$ cat src/rtl/imem_loader_pkg.sv
// Shared types and constants for the boot-time instruction-memory loader.
package imem_loader_pkg;

  typedef enum logic [2:0] {
    HDR_HI,
    HDR_LO,
    LOAD,
    CHECK,
    DONE,
    ERROR
  } state_t;

  localparam int unsigned HDR_BYTES      = 2;
  localparam int unsigned BYTES_PER_WORD = 4;
  localparam int unsigned CSUM_W         = 8;

endpackage

$ cat src/rtl/imem_loader_byte_packer.sv
// Big-endian 4-byte packer: the word is presented combinationally alongside
// the byte that completes it, so the owner can register it in one step.
module byte_packer
  import imem_loader_pkg::*;
(
  input  logic        clk,
  input  logic        nrst,
  input  logic        clr,
  input  logic        en,
  input  logic [7:0]  din,
  output logic        word_valid,
  output logic [31:0] word
);

  logic [23:0] shift_q;
  logic [1:0]  cnt_q;

  assign word_valid = en && (cnt_q == 2'(BYTES_PER_WORD - 1));
  assign word       = {shift_q, din};

  always_ff @(posedge clk or negedge nrst) begin
    if (!nrst) begin
      shift_q <= '0;
      cnt_q   <= '0;
    end else if (clr) begin
      shift_q <= '0;
      cnt_q   <= '0;
    end else if (en) begin
      shift_q <= {shift_q[15:0], din};
      cnt_q   <= cnt_q + 2'd1;
    end
  end

endmodule

$ cat src/rtl/imem_loader.sv
// Streams a length-prefixed, XOR-checksummed program into IMEM and holds the
// core in reset until the checksum verifies.
module imem_loader
  import imem_loader_pkg::*;
#(
  parameter int unsigned ADDR_WIDTH = 8
) (
  input  logic        clk,
  input  logic        nrst,
  input  logic        reload,
  input  logic        in_valid,
  output logic        in_ready,
  input  logic [7:0]  in_data,
  output logic        imem_we,
  output logic [31:0] imem_addr,
  output logic [31:0] imem_wdata,
  output logic        cpu_nrst,
  output logic        load_done,
  output logic        load_error
);

  localparam int unsigned MAX_WORDS = 2 ** ADDR_WIDTH;
  localparam int unsigned IDX_W     = ADDR_WIDTH + 1;
  localparam logic [IDX_W-1:0] IDX_ONE = 1;

  state_t            state;
  logic [7:0]        n_hi;
  logic [IDX_W-1:0]  n_words;
  logic [IDX_W-1:0]  word_idx;
  logic [CSUM_W-1:0] csum;
  logic [15:0]       n_full;
  logic              xfer;
  logic              pk_clr;
  logic              pk_valid;
  logic [31:0]       pk_word;

  assign in_ready = (state inside {HDR_HI, HDR_LO, LOAD, CHECK});
  assign xfer     = in_valid && in_ready;
  assign n_full   = {n_hi, in_data};
  // Packer is flushed per frame so a frame can never inherit a partial word.
  assign pk_clr   = (state == HDR_LO) || ((state inside {DONE, ERROR}) && reload);

  byte_packer u_packer (
    .clk        (clk),
    .nrst       (nrst),
    .clr        (pk_clr),
    .en         (xfer && (state == LOAD)),
    .din        (in_data),
    .word_valid (pk_valid),
    .word       (pk_word)
  );

  always_ff @(posedge clk or negedge nrst) begin
    if (!nrst) begin
      state      <= HDR_HI;
      n_hi       <= '0;
      n_words    <= '0;
      word_idx   <= '0;
      csum       <= '0;
      imem_we    <= 1'b0;
      imem_addr  <= '0;
      imem_wdata <= '0;
      cpu_nrst   <= 1'b0;
      load_done  <= 1'b0;
      load_error <= 1'b0;
    end else begin
      imem_we <= 1'b0;
      case (state)
        HDR_HI: if (xfer) begin
          n_hi  <= in_data;
          state <= HDR_LO;
        end
        HDR_LO: if (xfer) begin
          if (32'(n_full) > MAX_WORDS) begin
            state      <= ERROR;
            load_error <= 1'b1;
          end else if (n_full == '0) begin
            state <= CHECK;
          end else begin
            n_words <= IDX_W'(n_full);
            state   <= LOAD;
          end
        end
        LOAD: if (xfer) begin
          csum <= csum ^ in_data;
          if (pk_valid) begin
            imem_we    <= 1'b1;
            imem_addr  <= 32'(word_idx) << 2;
            imem_wdata <= pk_word;
            word_idx   <= word_idx + IDX_ONE;
            if (word_idx + IDX_ONE == n_words) state <= CHECK;
          end
        end
        CHECK: if (xfer) begin
          if (in_data == csum) begin
            state     <= DONE;
            load_done <= 1'b1;
            cpu_nrst  <= 1'b1;
          end else begin
            state      <= ERROR;
            load_error <= 1'b1;
          end
        end
        DONE, ERROR: if (reload) begin
          state      <= HDR_HI;
          n_hi       <= '0;
          n_words    <= '0;
          word_idx   <= '0;
          csum       <= '0;
          cpu_nrst   <= 1'b0;
          load_done  <= 1'b0;
          load_error <= 1'b0;
        end
        default: state <= HDR_HI;
      endcase
    end
  end

endmodule

$ cat config.mk
export PLATFORM = sky130hd
export DESIGN_NAME = imem_loader
export DESIGN_NICKNAME = d
export VERILOG_FILES = /design/src/rtl/imem_loader_pkg.sv /design/src/rtl/imem_loader_byte_packer.sv /design/src/rtl/imem_loader.sv
export SDC_FILE = /design/constraint.sdc
export NUM_CORES = 1
export LEC_CHECK = 0
export CORE_ASPECT_RATIO = 0.5
export CORE_MARGIN = 5
export CORE_UTILIZATION = 48
export DETAILED_ROUTE_END_ITERATION = 8
export PLACE_DENSITY = 0.8
export SYNTH_ARGS = -nofsm -noshare
export SYNTH_HDL_FRONTEND = slang
export SYNTH_HIERARCHICAL = 1
export SYNTH_SLANG_ARGS = --single-unit
$ cat constraint.sdc
create_clock -name clk -period 2.35 [get_ports clk]
set_input_delay 0.47 -clock clk [delete_from_list [all_inputs] [get_ports clk]]
set_output_delay 0.47 -clock clk [all_outputs]
set_load 0.02 [all_outputs]
== Word level (Yosys, flattened, before mapping) ==
Index checks and enable logic that the tools add are counted.

* Bitwise operators: 1
* $lt $le $gt $ge: 1
* $add $sub $neg: 2
* Muxes and demuxes: 40
* Reductions and logical operators: 24
* Eq/ne operators: 20

{| class="wikitable"
|+ Operator list
! operator !! number
|-
| two-way mux 9 bit || 6
|-
| two-way mux 24 bit || 2
|-
| one-hot mux 9 bit (2 select lines) || 2
|-
| one-hot mux 8 bit (2 select lines) || 2
|-
| two-way mux 3 bit || 8
|-
| two-way mux 8 bit || 3
|-
| inequality test 2 bit, second input constant || 9
|-
| > comparator 16 x 9 -> 1 bit, second input constant || 1
|-
| logical NOT 16 bit || 1
|-
| one-hot mux 3 bit (5 select lines) || 1
|-
| two-way mux 1 bit || 12
|-
| nonzero test 2 bit || 6
|-
| adder 9 x 1 -> 9 bit, second input constant || 1
|-
| == test 9 bit || 1
|-
| AND reduction 3 bit || 3
|-
| == test 8 bit || 1
|-
| AND reduction 4 bit || 2
|-
| bitwise XOR 8 bit || 1
|-
| AND reduction 7 bit || 1
|-
| == test 3 x 2 -> 1 bit, second input constant || 2
|-
| == test 3 bit, second input constant || 2
|-
| inequality test 2 x 1 -> 1 bit, second input constant || 3
|-
| AND reduction 6 bit || 1
|-
| AND reduction 5 bit || 1
|-
| other kinds (12) || 16
|}

* Input bits: 12
* Flip-flop bits (word level): 107
* Logic and storage cells: 100
* Output and inout bits: 69

== Depth between registers and ports, before layout ==
Gate-level depths: netlist of run 1.

* Depth in word-level cells: 8
* Mapped depth: 13
* Mapped depth without buffers: 10

== Modules after synthesis ==
The synthesis of run 1 kept the hierarchy.

{| class="wikitable"
|+ By module, submodules not included
! module !! cells each !! area each (sq um) !! instances !! sequential area each (sq um)
|-
| imem_loader || 455 || 3968.8 || 1 || 2026.9
|-
| byte_packer || 94 || 1153.6 || 1 || 650.6
|}

== Least setup slack after synthesis of run 1 ==
Ideal clock, no wire load.

* Path kind: input -> register
* Start point: input in_valid
* End point: register state[0]
* Data arrival time: 2.324 ns
* Setup time: 0.077 ns
* Setup slack: -0.051 ns
* Path buffers: 3
* Stages: 11
* Data required time: 2.273 ns
* Cells stage by stage: clkbuf_1 -> nand3b_2 -> inv_4 -> buf_6 -> buf_12 -> and2_1 -> nand3_1 -> nor4_1 -> nand4_1 -> or3_1 -> a21oi_1

* Longest elaborated chain between the ends: 5
* Elaborated cells between the ends (all ways): 9
* Those cells by class: 5 x eq/ne; 4 x reduce/logical

{| class="wikitable"
|+ Ends and longest elaborated chain
! element !! line !! text
|-
| start: declaration || imem_loader.sv:11 || <nowiki>input logic in_valid,</nowiki>
|-
| logical AND 1 bit || imem_loader.sv:38 || <nowiki>assign xfer = in_valid && in_ready;</nowiki>
|-
| logical AND 1 bit || imem_loader.sv:47 || <nowiki>.en (xfer && (state == LOAD)),</nowiki>
|-
| logical AND 1 bit || imem_loader_byte_packer.sv:18 || <nowiki>assign word_valid = en && (cnt_q == 2'(BYTES_PER_WORD - 1));</nowiki>
|-
| named net pk_valid || imem_loader.sv:34 || <nowiki>logic pk_valid;</nowiki>
|-
| inequality test 2 bit (no source line) || n/a ||
|-
| AND reduction 7 bit (no source line) || n/a ||
|-
| end signal: assignment || imem_loader.sv:55 || <nowiki>state <= HDR_HI;</nowiki>
|-
| end signal: assignment || imem_loader.sv:71 || <nowiki>state <= HDR_LO;</nowiki>
|-
| end signal: assignment || imem_loader.sv:75 || <nowiki>state <= ERROR;</nowiki>
|-
| end: declaration || imem_loader.sv:26 || <nowiki>state_t state;</nowiki>
|}

The timed path passes the listed nets, and every way through them passes these cells.
A chain may end at the register's enable or synchronous reset.

== Worst setup path after layout of run 1 ==
* Start point: register word_idx[0]
* End point: register state[0]

* Longest elaborated chain between the ends: 4

{| class="wikitable"
|+ Ends and longest elaborated chain
! element !! line !! text
|-
| start: declaration || imem_loader.sv:29 || <nowiki>logic [IDX_W-1:0] word_idx;</nowiki>
|-
| start signal: assignment || imem_loader.sv:90 || <nowiki>word_idx <= word_idx + IDX_ONE;</nowiki>
|-
| adder 9 x 1 -> 9 bit || imem_loader.sv:91 || <nowiki>if (word_idx + IDX_ONE == n_words) state <= CHECK;</nowiki>
|-
| == test 9 bit || imem_loader.sv:91 ||
|-
| inequality test 2 x 1 -> 1 bit (no source line) || n/a ||
|-
| AND reduction 7 bit (no source line) || n/a ||
|-
| end signal: assignment || imem_loader.sv:91 ||
|-
| end signal: assignment || imem_loader.sv:96 || <nowiki>state <= DONE;</nowiki>
|-
| end signal: assignment || imem_loader.sv:100 || <nowiki>state <= ERROR;</nowiki>
|}

Every way passes these cells.

==> flow_summary.ini, run 1 <==
[routing]
ant_nets = 0
routed_via_density = 5.201
drc = 0
wl_mm = 11.22
drtIter0Drc = 294
wl_per_cell_um = 14.95
vias = 3906
dr.pass1.iters = 4

[logic_synthesis]
synth_top_area_share = 0.5227
synthCells = 549
synth_top_cells_by_area = dfrtp_1 (52%), nand2_1 (13%), mux2i_1 (6.8%)
synth_edf_count = 0
ys_seq_elements = 107
ys_warn_count = 6
syn_area_per_cell_sq_um = 9.330
synth_cell_types = 46
ys_seq_area_frac = 0.5227
syn_area_sq_mm = 0.005122
netlist.top_cell.by_area = dfrtp_1
synthArstFlopShare = 1.000
synth_ff_type = dfrtp_1

[setup_path]
crit_fanout = 7
critPathKind = reg -> reg
critPathCaptureType = flip-flop
crit_required_ns = 2.63
worstPathArrival_ns = 2.37
cp-start-kind = flip-flop
r2r_setup_slack_ns = 0.26
r2r_start = word_idx[0]
rr_endpoint = state[0]
reg2regPathDepth = 7

[cts]
h-tree-depth = 3
clock-sinks = 107
root_buffer = clkbuf_16
cts_tree = done
post_cts_buffers = 0
clock_latency_ns = 0.35
cts_resized = 0
postCtsHoldBufs = 0
cts_buffers = 9
clk_path_buf_depth = 2
path_clk_slew_ns = 0.08

[global_route]
grt_antenna_before_repair = 0
grt_pass1_vias = 3829
grt_pass1_wl_mm = 19.25
overflow = 0
grtUsageTotal = 0.1806
grt_max_degree = 59

[die]
core_area_sq_mm = 0.01031
rows = 26
ios = 81
die_height_um = 83.05
initial_core_util = 0.4967
die_area_sq_mm = 0.01296
die_w_um = 156.1

[cells_and_area]
fillers = 860
final_common_cell = nand2_1
seq_area_sq_mm = 0.002678
drive_above_1_share = 0.08020
fin_area_sq_mm = 0.006070
n_antenna_cell = 0
area_delta_synth_final_pct = 18.49
multi_input_area_sq_mm = 0.002063
layout.nets = 620
stdcell_count = 751
layout_common_cells = nand2_1 (181), dfrtp_1 (107), clkdlybuf4s50_1 (56)

[sta]
final_min_period_over_clock_period = 0.8911
slew_viol_final = 0
fmax_mhz = 477.5
relSlewSlack = 0.6429
max_slew.worst_pin.slew_ns = 0.5315
min_period_ns = 2.094
setup_ws_ns = 0.2559
finalHoldViolCount = 0
setup_tns_ns = 0
final-setup-viol-count = 0
finalClockSkew_ns = 0.008276
rsz0062_at_grt = false

[placement]
place_inst = 735
gp_congestion = 0.9141
dp_slack_ns = -0.002214
io_buffers = 57
post_dp_cell_area_sq_mm = 0.005777
place_hpwl_mm = 7.670

[power_and_ir_drop]
peakVddDrop_v = 0.0004285
power_density_mw_per_mm2 = 814.3
leakagePower_nw = 2.913

[run_status]
status = finished clean

[worst_hold_path]
min-delay-path-class = in -> async

[run]
max_cap_violations = 0
per-stage QoR:
stage,hold slack (ns),utilization,total power [mW]
final,0.04249,0.5886,4.943
after global routing,0.07528,0.5886,5.216
after CTS,0.05346,0.5886,4.970
after detailed placement,0.4361,0.5602,3.485
after global placement,0.4245,0.5602,3.434
after floorplan,0.1744,-,3.116
routing by layer:
layer / track usage / vias to the layer above / part of all wire
li1: - / 1851 / -
met1: 0.2487 / 1932 / 0.45
met2: 0.2889 / 112 / 0.48
met3: 0.04517 / 11 / 0.061
met4: 0.04252 / 0 / 0.011
met5: 0 / - / 0
power breakdown:
group,internal (mW),switching (mW)
Combinational,0.527,0.722
Sequential,2.04,0.176
Clock,0.789,0.689
Total,3.36,1.59
cell type report:
cell class | count | share of cell area
clock inverters | 5 | 0.006597
repair buffers | 82 | 0.1328
well taps | 140 | 0.02886
flip-flops and latches | 107 | 0.4411
inverters | 14 | 0.009070
clock buffers | 11 | 0.04164
multi-input cells | 392 | 0.3399
worst max path at each step:
stage	startpoint	to	slack, ns	depth (start not counted)
global route	in_data[1]	n_words[5]	0.08	8
CTS	word_idx[0]	state[0]	0.27	7
global placement	in_data[0]	n_words[5]	0.03	8
finish	word_idx[0]	state[0]	0.26	7
floorplan	state[2]	state[0]	0.07	11
detailed placement	in_data[0]	n_words[0]	-0.002	8
flip-flops by register name, summed over array words and instances, names as in the netlist:
register and cells:
u_packer/shift_q 24, csum 8, u_packer/cnt_q 2, load_error 1, imem_wdata 32, load_done 1
n_words 9, n_hi 8, imem_addr 9, state 3, imem_we 1, word_idx 9
cell families after synthesis:
group / after synthesis / synth area share
and+or+nand+nor: 253 / 0.2057
DFF: 107 / 0.5227
buffers and inverters: 72 / 0.09233
AOI/OAI and AO/OA: 61 / 0.07450
muxes: 35 / 0.06839
xor gates and xnor gates: 18 / 0.03078
adders and majority gates: 2 / 0.004884
other: 1 / 0.0007321
worst max-delay path, stage by stage, from the launching register on:
cell and delay (ns):
dfrtp_1 0.48, ha_1 0.32, nand3_1 0.14, nor2_1 0.26, xnor2_1 0.15, o221ai_1 0.13
or3_1 0.40, a21oi_1 0.15
cells in the mapped netlist, types with 3 or more instances:
master,instances
inv_1,12
buf_6,4
xor2_1,10
buf_2,11
a21oi_1,4
and2_1,3
xnor2_1,8
o22ai_1,3
buf_4,33
nor4_1,7
nand2b_1,5
a22o_1,8
nor2_1,35
nand2_1,181
mux2i_1,35
o21ai_0,32
nor3_1,3
nand3_1,7
dfrtp_1,107
clkbuf_1,8
Note: power is estimated with default switching activity, not from simulation.
==> inputs of run 2 (changes only) <==
--- a/config.mk
+++ b/config.mk
@@ -5,11 +5,14 @@
 export SDC_FILE = /design/constraint.sdc
 export NUM_CORES = 1
 export LEC_CHECK = 0
+export CELL_PAD_IN_SITES_DETAIL_PLACEMENT = 1
+export CELL_PAD_IN_SITES_GLOBAL_PLACEMENT = 2
 export CORE_ASPECT_RATIO = 0.5
 export CORE_MARGIN = 5
-export CORE_UTILIZATION = 48
+export CORE_UTILIZATION = 33
+export CTS_CLUSTER_SIZE = 30
 export DETAILED_ROUTE_END_ITERATION = 8
-export PLACE_DENSITY = 0.8
+export PLACE_DENSITY = 0.84
 export SYNTH_ARGS = -nofsm -noshare
 export SYNTH_HDL_FRONTEND = slang
 export SYNTH_HIERARCHICAL = 1
==> constraint.sdc (replaced) <==
create_clock -name clk -period 2.3 [get_ports clk]
set_input_delay 0.46 -clock clk [delete_from_list [all_inputs] [get_ports clk]]
set_output_delay 0.46 -clock clk [all_outputs]
set_load 0.02 [all_outputs]
==> run 2 against run 1 <==
  * Sequential share of layout area is 0.84 points lower
  * Final cell count is 9.2% higher
  * Worst setup slack worse by 0.060 ns
  * Utilization is 18 points lower
  * Highest routed layer unchanged
==> flow_summary.ini, run 2 (same netlist as run 1, synthesis figures left out) <==
[setup_path]
critPathCaptureType = flip-flop
crit_buf_inv = 1
r2r_setup_slack_ns = 0.20
r2r_start = state[1]
cp-start-kind = flip-flop
cp_cell_sequence = and2b_1 -> nand3b_4 -> inv_4 -> and2_1 -> nand3_1 -> nor4_1 -> nand4_1 -> or3_1 -> a21oi_1
cp_slowest_cell = dfrtp_2
reg2regPathDepth = 9
rr_endpoint = state[0]
critPathKind = reg -> reg
crit_family = simple AND/OR/NAND/NOR gates
crit_fanout = 8
crit_required_ns = 2.57
worstPathArrival_ns = 2.38
crit_path_max_incr_delay_ns = 0.43

[cells_and_area]
layout.nets = 625
multi_input_area_sq_mm = 0.002063
fillers = 1747
utilization = 0.4048
n_antenna_cell = 0
layout_common_cells = nand2_1 (181), dfrtp_1 (106), clkdlybuf4s50_1 (56)
final_common_cell = nand2_1
area_delta_synth_final_pct = 20.86
largest_reg_flops = 32
seq_area_sq_mm = 0.002679
drive_above_1_share = 0.08929
reg.largest.list = imem_wdata: 32 flops, u_packer/shift_q: 24 flops
top_register = imem_wdata

[routing]
drtIter0Drc = 185
dr.pass1.iters = 4
wl_mm = 12.98
drc = 0
wl_per_cell_um = 15.83
ant_nets = 0
vias = 3912
routed_via_density = 4.771

[power_and_ir_drop]
p_sw_mw = 1.702
p_comb_frac = 0.254
netSwitchingFraction = 0.3324
power_density_mw_per_mm2 = 827.3
pwr-share-clk = 0.303
finalPower_mw = 5.122
peakVddDrop_v = 0.0004328
seq_power_share = 0.443
leakagePower_nw = 2.934
internal-power_mw = 3.419

[cts]
clock_latency_ns = 0.35
post_cts_buffers = 0
cts_tree = done
postCtsHoldBufs = 0
path_clk_slew_ns = 0.08
clock-sinks = 107
clk_path_buf_depth = 2
root_buffer = clkbuf_16
cts_buffers = 9
cts_resized = 0
h-tree-depth = 3

[sta]
relSlewSlack = 0.6400
slew_viol_final = 0
min_period_ns = 2.104
finalHoldViolCount = 0
max_slew.worst_pin.slew_ns = 0.5400
fmax_mhz = 475.2
final-setup-viol-count = 0
finalClockSkew_ns = 0.009979
final_min_period_over_clock_period = 0.9149
rsz0062_at_grt = false

[worst_hold_path]
min-delay-path-class = in -> async

[die]
die_w_um = 186.2
die_height_um = 98.10
rows = 32
ios = 81
die_area_sq_mm = 0.01827
core_area_sq_mm = 0.01529
initial_core_util = 0.3349

[global_route]
grt_max_degree = 51
grt_antenna_before_repair = 0
overflow = 0
grtUsageTotal = 0.1467
grt_pass1_vias = 4121
grt_pass1_wl_mm = 21.72

[run_status]
status = finished clean

[run]
max_cap_violations = 0

[placement]
io_buffers = 57
gp_congestion = 0.8052
place_hpwl_mm = 8.956
[run 2: cell count changes in the layout (fill, tap and decap cells not counted)]
cell,delta
buf_4,+5
inv_6,-3
inv_8,+3
clkbuf_8,-1
clkinv_4,+1
dfrtp_1,-1
dfrtp_2,+1
[run 2: power by group through the flow]
stage          sequential [mW]  combinational (mW)  clock [mW]
2_1_floorplan             2.25               0.938           0
3_3_place_gp              2.30                1.27           0
3_5_place_dp              2.31                1.30           0
4_1_cts                   2.27                1.31        1.59
5_1_grt                   2.30                1.44        1.68
6_report                  2.27                1.30        1.55
[run 2: layer usage]
layer  track usage  vias up  wire length, um
li1              -     1854                -
met1        0.1952     1981             6029
met4       0.03414        0              157
met3       0.03312       14              455
met5             0        -                0
met2        0.2447       63             6341
[run 2: cell type report]
class	instances	share of cell area
Sequential cell	107	0.4327
Multi-Input combinational cell	392	0.3333
Timing Repair Buffer	87	0.1362
Tap cell	204	0.04123
Clock buffer	10	0.03860
Clock inverter	6	0.009095
Inverter	14	0.008892
[run 2: how the worst max path moves through the flow]
stage	slack, ns	cells past startpoint	startpoint	to
after floorplan	0.02	11	state[2]	state[0]
after global placement	-0.02	8	in_data[6]	load_error
after detailed placement	-0.07	8	in_data[0]	n_words[4]
after CTS	0.14	9	state[1]	state[0]
after global routing	0.004	9	state[1]	state[0]
final	0.20	9	state[1]	state[0]
[run 2: through the flow]
step                      instance area (sq um)  hold WS [ns]  instances  setup WS [ns]   TNS, ns
after floorplan                            5215        0.1644        571        0.02109         0
after global placement                     5894        0.4494        804       -0.02419  -0.07478
after detailed placement                   5894        0.4569        804       -0.07386   -0.6799
after CTS                                  6190       0.07471        820         0.1371         0
after global routing                       6191       0.08398        820       0.003614         0
final                                      6191       0.05714        820         0.1958         0
